--- src/rtl/systolic_array_gradient_cell.sv ---
// systolic_array_gradient_cell
// Streaming horizontal-gradient cell. Takes one 3-pixel image column per
// accepted beat (rows r-1, r, r+1), forms a column sum according to the
// per-row kernel (central difference or Sobel-x), keeps a two-column
// history and emits G = S[c] - S[c-2], centred on column c-1.
//
// Ports:
//   clk, reset              clock, asynchronous active-high reset
//   in_top/in_mid/in_bot    column pixels (unsigned, DATA_W)
//   in_val/in_rdy           input handshake (in_rdy is combinational)
//   new_row                 beat is column 0 of a new row
//   mode                    0 = central difference, 1 = Sobel-x (new_row beats)
//   out_grad/out_val        registered signed gradient and its valid
//   out_rdy                 consumer ready
//   ovf                     sticky: a row ran past MAX_COLS columns
//   out_col                 centre column index of out_grad (optional)
//
// Optional feature macro: GRADIENT_CELL_COLIDX_EN adds the out_col port.

module systolic_array_gradient_cell #(
  parameter int unsigned DATA_W   = 8,
  parameter int unsigned MAX_COLS = 640,
  localparam int unsigned OUT_W   = DATA_W + 3,
  localparam int unsigned CNT_W   = $clog2(MAX_COLS)
) (
  input  logic                    clk,
  input  logic                    reset,
  input  logic [DATA_W-1:0]       in_top,
  input  logic [DATA_W-1:0]       in_mid,
  input  logic [DATA_W-1:0]       in_bot,
  input  logic                    in_val,
  output logic                    in_rdy,
  input  logic                    new_row,
  input  logic                    mode,
  output logic signed [OUT_W-1:0] out_grad,
  output logic                    out_val,
  input  logic                    out_rdy,
  output logic                    ovf
`ifdef GRADIENT_CELL_COLIDX_EN
  ,
  output logic [CNT_W-1:0]        out_col
`endif
);

  typedef enum logic [1:0] {IDLE, FILL1, FILL2, RUN} state_t;

  state_t             state;
  logic [CNT_W-1:0]   col_cnt;
  logic [OUT_W-1:0]   h1;
  logic [OUT_W-1:0]   h2;
  logic               mode_q;

  logic               accept;
  logic               restart;
  logic               use_sobel;
  logic [OUT_W-1:0]   col_sum;
  logic [OUT_W-1:0]   grad;
  logic               cnt_at_max;
  logic [CNT_W-1:0]   cnt_inc;

  // Single output register: a slot opens when it is empty or being drained.
  assign in_rdy = !out_val || out_rdy;
  assign accept = in_val && in_rdy;

  // Column sum, next-count and gradient datapath.
  always_comb begin
    restart    = new_row || (state == IDLE);
    // A new_row beat is summed with the incoming mode, not the stale one.
    use_sobel  = new_row ? mode : mode_q;
    col_sum    = OUT_W'(in_mid);
    if (use_sobel) begin
      col_sum = OUT_W'(in_top) + (OUT_W'(in_mid) << 1) + OUT_W'(in_bot);
    end
    // Sums are non-negative and below 2^(OUT_W-1), so modular subtraction
    // is exactly the two's-complement difference.
    grad       = col_sum - h2;
    cnt_at_max = (col_cnt == CNT_W'(MAX_COLS - 1));
    cnt_inc    = cnt_at_max ? col_cnt : col_cnt + CNT_W'(1);
  end

  // Row FSM, history shift register and output register.
  always_ff @(posedge clk or posedge reset) begin
    if (reset) begin
      state    <= IDLE;
      col_cnt  <= '0;
      h1       <= '0;
      h2       <= '0;
      mode_q   <= 1'b0;
      out_grad <= '0;
      out_val  <= 1'b0;
      ovf      <= 1'b0;
`ifdef GRADIENT_CELL_COLIDX_EN
      out_col  <= '0;
`endif
    end else begin
      if (out_val && out_rdy) begin
        out_val <= 1'b0;
      end
      if (accept) begin
        if (restart) begin
          // Column 0 of a row: only seeds the history, never produces output.
          h2      <= '0;
          h1      <= col_sum;
          col_cnt <= '0;
          state   <= FILL1;
          if (new_row) begin
            mode_q <= mode;
          end
        end else begin
          h2      <= h1;
          h1      <= col_sum;
          col_cnt <= cnt_inc;
          if (cnt_at_max) begin
            ovf <= 1'b1;
          end
          case (state)
            FILL1: begin
              state <= FILL2;
            end
            default: begin
              // A produce overrides the consume clear above, keeping out_val high.
              out_grad <= $signed(grad);
              out_val  <= 1'b1;
`ifdef GRADIENT_CELL_COLIDX_EN
              // Saturated count minus one tops out at MAX_COLS-2.
              out_col  <= cnt_inc - CNT_W'(1);
`endif
              state    <= RUN;
            end
          endcase
        end
      end
    end
  end

endmodule
--- config.mk ---
export PLATFORM = sky130hd
export DESIGN_NAME = systolic_array_gradient_cell
export DESIGN_NICKNAME = d
export VERILOG_FILES = /design/src/rtl/systolic_array_gradient_cell.sv
export SDC_FILE = /design/constraint.sdc
export NUM_CORES = 1
export LEC_CHECK = 0
export CAP_MARGIN = 20
export CORE_ASPECT_RATIO = 0.5
export CORE_MARGIN = 2
export CORE_UTILIZATION = 23
export DETAILED_ROUTE_END_ITERATION = 8
export PLACE_DENSITY = 0.39
export SLEW_MARGIN = 20
export SYNTH_ARGS = -nofsm -noshare
export SYNTH_HDL_FRONTEND = slang
export SYNTH_SLANG_ARGS = --single-unit
--- constraint.sdc ---
create_clock -name clk -period 3.3 [get_ports clk]
set_clock_uncertainty 0.1 [all_clocks]
set_input_delay 0.66 -clock clk [delete_from_list [all_inputs] [get_ports clk]]
set_output_delay 0.66 -clock clk [all_outputs]
set_load 0.005 [all_outputs]
; ---- Word level (Yosys, flattened, before mapping)
; Cells that the tools add are included.
[word_totals]
register_bits = 48
input_bits = 30
[op_classes]
n_addsub = 4
n_eq_ne = 3
mux = 11
n_bitwise = 2
n_reduce_logical = 10
[ops]
columns = cell, n
row1 = $mux W11, 2
row2 = $mux W10, 2
row3 = $add A10 B8 Y11, 1
row4 = $sub A11 B11 Y11, 1
row5 = $add A10 B1 Y10 const B, 1
row6 = $add A8 B9 Y10, 1
row7 = $eq A10 B10 Y1 const B, 1
row8 = $mux W1, 6
row9 = $reduce_and A3 Y1, 2
row10 = $reduce_and A2 Y1, 2
row11 = $eq A2 B1 Y1 const B, 1
row12 = $logic_and A1 B1 Y1, 2
row13 = $logic_not A2 Y1, 1
row14 = $logic_or A1 B1 Y1, 2
row15 = $mux W2, 1
row16 = $ne A2 B2 Y1 const B, 1
row17 = $not A1 Y1, 2
row18 = $logic_not A1 Y1, 1

; ---- Depth between registers and ports, before layout
[depth]
ltp_word = 5
ltp_mapped = 13

; ---- Least setup slack after synthesis
; Ideal clock, no wire load.
[synth_path]
path_kind = input to register
start = input port in_top[1]
end = register out_grad[10]
setup_ps = 65
t_arrival_ps = 3571
slack_ps = -437
path_stages = 13
n_path_buf = 0
cell_sequence = fa_1 -> ha_1 -> fa_1 -> a21o_1 -> a21oi_1 -> xor2_1 -> o21ai_0 -> ha_1 -> and3_1 -> a221oi_2 -> o22ai_1 -> o21ai_1 -> a22o_1
[synth_via]
elab_chain_cells = 4
[synth_lines]
columns = item, line
row1 = start: declaration, 28  ; input logic [DATA_W-1:0] in_top,
row2 = $add A8 B9 Y10, 72  ; col_sum = OUT_W'(in_top) + (OUT_W'(in_mid) << 1) + OUT_W'(in_bot);
row3 = $add A10 B8 Y11, 72
row4 = $mux W11, 71  ; if (use_sobel) begin
row5 = net col_sum[5], 56  ; logic [OUT_W-1:0] col_sum;
row6 = $sub A11 B11 Y11, 76  ; grad = col_sum - h2;
row7 = end signal: assignment, 122  ; out_grad <= $signed(grad);
row8 = end: declaration, 35  ; output logic signed [OUT_W-1:0] out_grad,
; The timed path passes the listed nets, and every way through them passes these cells.
; A chain may end at the register's enable or synchronous reset.

; ---- Worst setup path in the final report
[layout_path]
start = input port in_top[0]
end = register out_grad[6]
; Same word-level chain as after synthesis.

==> impl_metrics.sql <==
INSERT INTO impl_metrics (metric_group, metric, value, unit) VALUES
('status', 'status', 'complete, but fails checks', ''),
('status', 'violated_checks', 'negative setup slack', ''),
('synth', 'asyncSetResetFlopFracSynth', '1.00', ''),
('critical_path', 'worst_ep_required_time', '3370', 'ps'),
('critical_path', 'path_cells', 'clkdlybuf4s50_1 > ha_2 > ha_2 > fa_2 > a21o_1 > a21oi_2 > xor2_1 > o21ai_1 > ha_1 > buf_4 > a221oi_4 > buf_4 > xor2_1 > o21ai_1', ''),
('timing', 'slew_headroom', '0.690', ''),
('critical_path', 'critical-path-max-stage-delay', '410', 'ps'),
('synth', 'postSynthRegisterBits', '46', ''),
('drt', 'num_vias', '2398', ''),
('critical_path', 'buf_inv_on_cp', '3', ''),
('drt', 'route.antenna.remaining_nets', '0', ''),
('place', 'numPortBuffers', '43', ''),
('timing', 'pins_over_their_slew_limit', '0', ''),
('critical_path', 'setup.worst_path.start', 'in_top[0]', ''),
('timing', 'number_of_failing_setup_endpoints_in_the_final_timing_report', '5', ''),
('synth', 'synthesis.yosys.warnings', '0', ''),
('die', 'die_x', '163', 'microns'),
('die', 'fp.dieArea', '13600', 'sq um'),
('synth', 'largest_family_of_logic_cells_by_synthesized_area', 'compound AO/OA/AOI/OAI gates', ''),
('cts', 'tritoncts', 'built', ''),
('cells_and_area', 'area.growth.synth_to_final', '46.7', '%'),
('die', 'die_extent_in_y', '83.4', 'microns'),
('synth', 'mappedNetlistNets', '354', ''),
('cts', 'cts_bufs_inserted', '5', ''),
('synth', 'synthFlopType', 'sky130_fd_sc_hd__dfrtp_1', ''),
('critical_path', 'setup.worst_path.class', 'in2reg', ''),
('critical_path', 'crit_path_start_kind', 'input port', ''),
('pwr', 'power.density_cell_area', '647', 'nW/um^2'),
('cts', 'path_clk_slew', '70', 'ps'),
('worst_hold_path', 'type_of_the_tightest_min_delay_check', 'reg2reg', ''),
('grt', 'maximum_number_of_pins_on_one_net_before_global_route_repair', '33', ''),
('critical_path', 'cpLargestDelayFamily', 'adder cells', ''),
('timing', 'final.hold.worst_slack', '369', 'ps'),
('synth', 'yosysSeqAreaShare', '0.397', ''),
('place', 'dpl.hpwl', '5.54', 'mm'),
('synth', 'netlist_area', '2900', 'sq um'),
('synth', 'yosys.area_share.simple', '0.159', ''),
('drt', 'routed_via_density', '4.29', ''),
('drt', 'drc', '0', ''),
('drt', 'detail_route.wirelength', '7.09', 'mm'),
('synth', 'postSynthAreaPerCell', '9.84', 'sq um'),
('cts', 'cts_hold_buf', '0', ''),
('critical_path', 'cp_data_arrival_time', '3590', 'ps'),
('grt', 'overflow', '0', ''),
('die', 'fp-row-count', '28', ''),
('drt', 'mean_routed_wirelength_per_cell', '12.7', 'microns'),
('critical_path', 'r2r-start', 'mode_q$_DFFE_PP0P_', ''),
('die', 'core_area', '12100', 'sq um'),
('pwr', 'totalPowerFinal', '2.76', 'mW'),
('critical_path', 'worst_r2r_path_depth', '10', ''),
('cts', 'h_tree_levels', '2', ''),
('cells_and_area', 'drive_gt1_frac', '0.307', ''),
('cts', 'clock_path_buffers', '2', ''),
('cts', 'clk_latency', '290', 'ps'),
('synth', 'number_of_unique_standard_cell_types_used_by_synthesis', '54', ''),
('timing', 'period_share', '1.07', ''),
('timing', 'worst_margin_slew', '463', 'ps'),
('cells_and_area', 'num_antenna_cells', '0', ''),
('cells_and_area', 'layout.filler_cells', '1251', ''),
('timing', 'timing.setup.tns', '-956', 'ps'),
('synth', 'edff_count_synth', '0', ''),
('critical_path', 'cp_max_fo', '3', ''),
('critical_path', 'crit_cells', '14', ''),
('synth', 'synth.largest_area_cell', 'sky130_fd_sc_hd__dfrtp_1', ''),
('pwr', 'irDropWorstVdd', '0.219', 'mV'),
('synth', 'post_synthesis_compound_gate_area_fraction', '0.175', ''),
('timing', 'rsz0062_at_grt', 'true', ''),
('cts', 'cts_sink_count', '46', ''),
('timing', 'layout_setup_ws', '-224', 'ps'),
('grt', 'antenna_found_initial', '0', ''),
('cts', 'clockRootBuffer', 'sky130_fd_sc_hd__clkbuf_16', '');
-- timing repair --
| action | CTS | global route |
|---|---|---|
| pin swaps | 30 | 10 |
| setup endpoints to repair | 8 | 6 |
| resized for setup | 47 | 14 |
| setup buffers | 7 | 1 |
-- layout make-up --
class                           count  area, sq um  share of cell area
Multi-Input combinational cell    227         1870               0.440
Sequential cell                    46         1150               0.270
Timing Repair Buffer               98          826               0.194
Tap cell                          165          206              0.0485
Clock buffer                        5          125              0.0294
Inverter                           15         56.3              0.0132
Clock inverter                      3         21.3             0.00500
-- worst register-to-register path, stage by stage, from the launching register on --
cell and delay (ps):
sky130_fd_sc_hd__dfrtp_1 400, sky130_fd_sc_hd__mux2i_4 220, sky130_fd_sc_hd__mux2i_1 300, sky130_fd_sc_hd__ha_1 220, sky130_fd_sc_hd__inv_1 60, sky130_fd_sc_hd__fa_1 380, sky130_fd_sc_hd__a21o_1 230, sky130_fd_sc_hd__a221oi_4 290
sky130_fd_sc_hd__buf_4 160, sky130_fd_sc_hd__xor2_1 140, sky130_fd_sc_hd__o21ai_1 70
-- kinds of logic (layout without fill, tap and decap cells) --
| kind of cell | count (synthesis) | after routing |
|---|---|---|
| multiplexers | 11 | 11 |
| AO/OA/AOI/OAI | 78 | 78 |
| AND/OR/NAND/NOR | 96 | 96 |
| XOR/XNOR | 13 | 13 |
| adder cells (fa/ha/maj) | 29 | 29 |
| buffers and inverters | 22 | 121 |
| flip-flops | 46 | 46 |
-- how the worst min path moves through the flow --
stage                      startpoint                 to  cells past startpoint
floorplan           h1[2]$_DFFE_PP0P_  h1[2]$_DFFE_PP0P_                      2
CTS                   ovf$_DFFE_PP0P_    ovf$_DFFE_PP0P_                      1
global placement      ovf$_DFFE_PP0P_    ovf$_DFFE_PP0P_                      1
global route          ovf$_DFFE_PP0P_    ovf$_DFFE_PP0P_                      1
finish                ovf$_DFFE_PP0P_    ovf$_DFFE_PP0P_                      1
detailed placement    ovf$_DFFE_PP0P_    ovf$_DFFE_PP0P_                      1
-- stage by stage --
stage | cell area (sq um) | cells | utilization | setup slack, ps
2_1_floorplan | 2940 | 295 | - | -246
3_3_place_gp | 3890 | 543 | 0.323 | -845
3_5_place_dp | 3890 | 543 | 0.323 | -889
4_1_cts | 4180 | 558 | 0.347 | -247
5_1_grt | 4260 | 559 | 0.353 | -333
6_report | 4260 | 559 | 0.353 | -224
-- sequential cells by signal, summed over array words and instances (netlist names) --
signal and flops:
ovf 1, col_cnt 10, h1 10, state 2
out_val 1, h2 10, out_grad 11, mode_q 1
-- layer usage --
layer | vias up | GRT usage | wire (microns) | share of wire
met2 | 17 | 0.164 | 3110 | 0.44
met4 | 0 | 0.0193 | 31 | 0.0044
met1 | 1134 | 0.154 | 3780 | 0.53
met5 | - | 0 | 0 | 0
met3 | 4 | 0.0250 | 171 | 0.024
li1 | 1243 | - | - | -
-- Yosys cell counts, types with 6 or more instances --
library cell,n
sky130_fd_sc_hd__a21oi_1,17
sky130_fd_sc_hd__dfrtp_1,46
sky130_fd_sc_hd__nand2_1,40
sky130_fd_sc_hd__xor2_1,7
sky130_fd_sc_hd__o21ai_0,30
sky130_fd_sc_hd__ha_1,20
sky130_fd_sc_hd__xnor2_1,6
sky130_fd_sc_hd__a21o_1,6
sky130_fd_sc_hd__fa_1,9
sky130_fd_sc_hd__inv_1,15
sky130_fd_sc_hd__nand3_1,10
sky130_fd_sc_hd__nor2_1,20
-- report_power, final --
| part | switching, mW | internal, mW |
|---|---|---|
| logic | 0.654 | 0.810 |
| clock network | 0.223 | 0.281 |
| registers | 0.0792 | 0.708 |
Power figures use the tool's default switching activity.
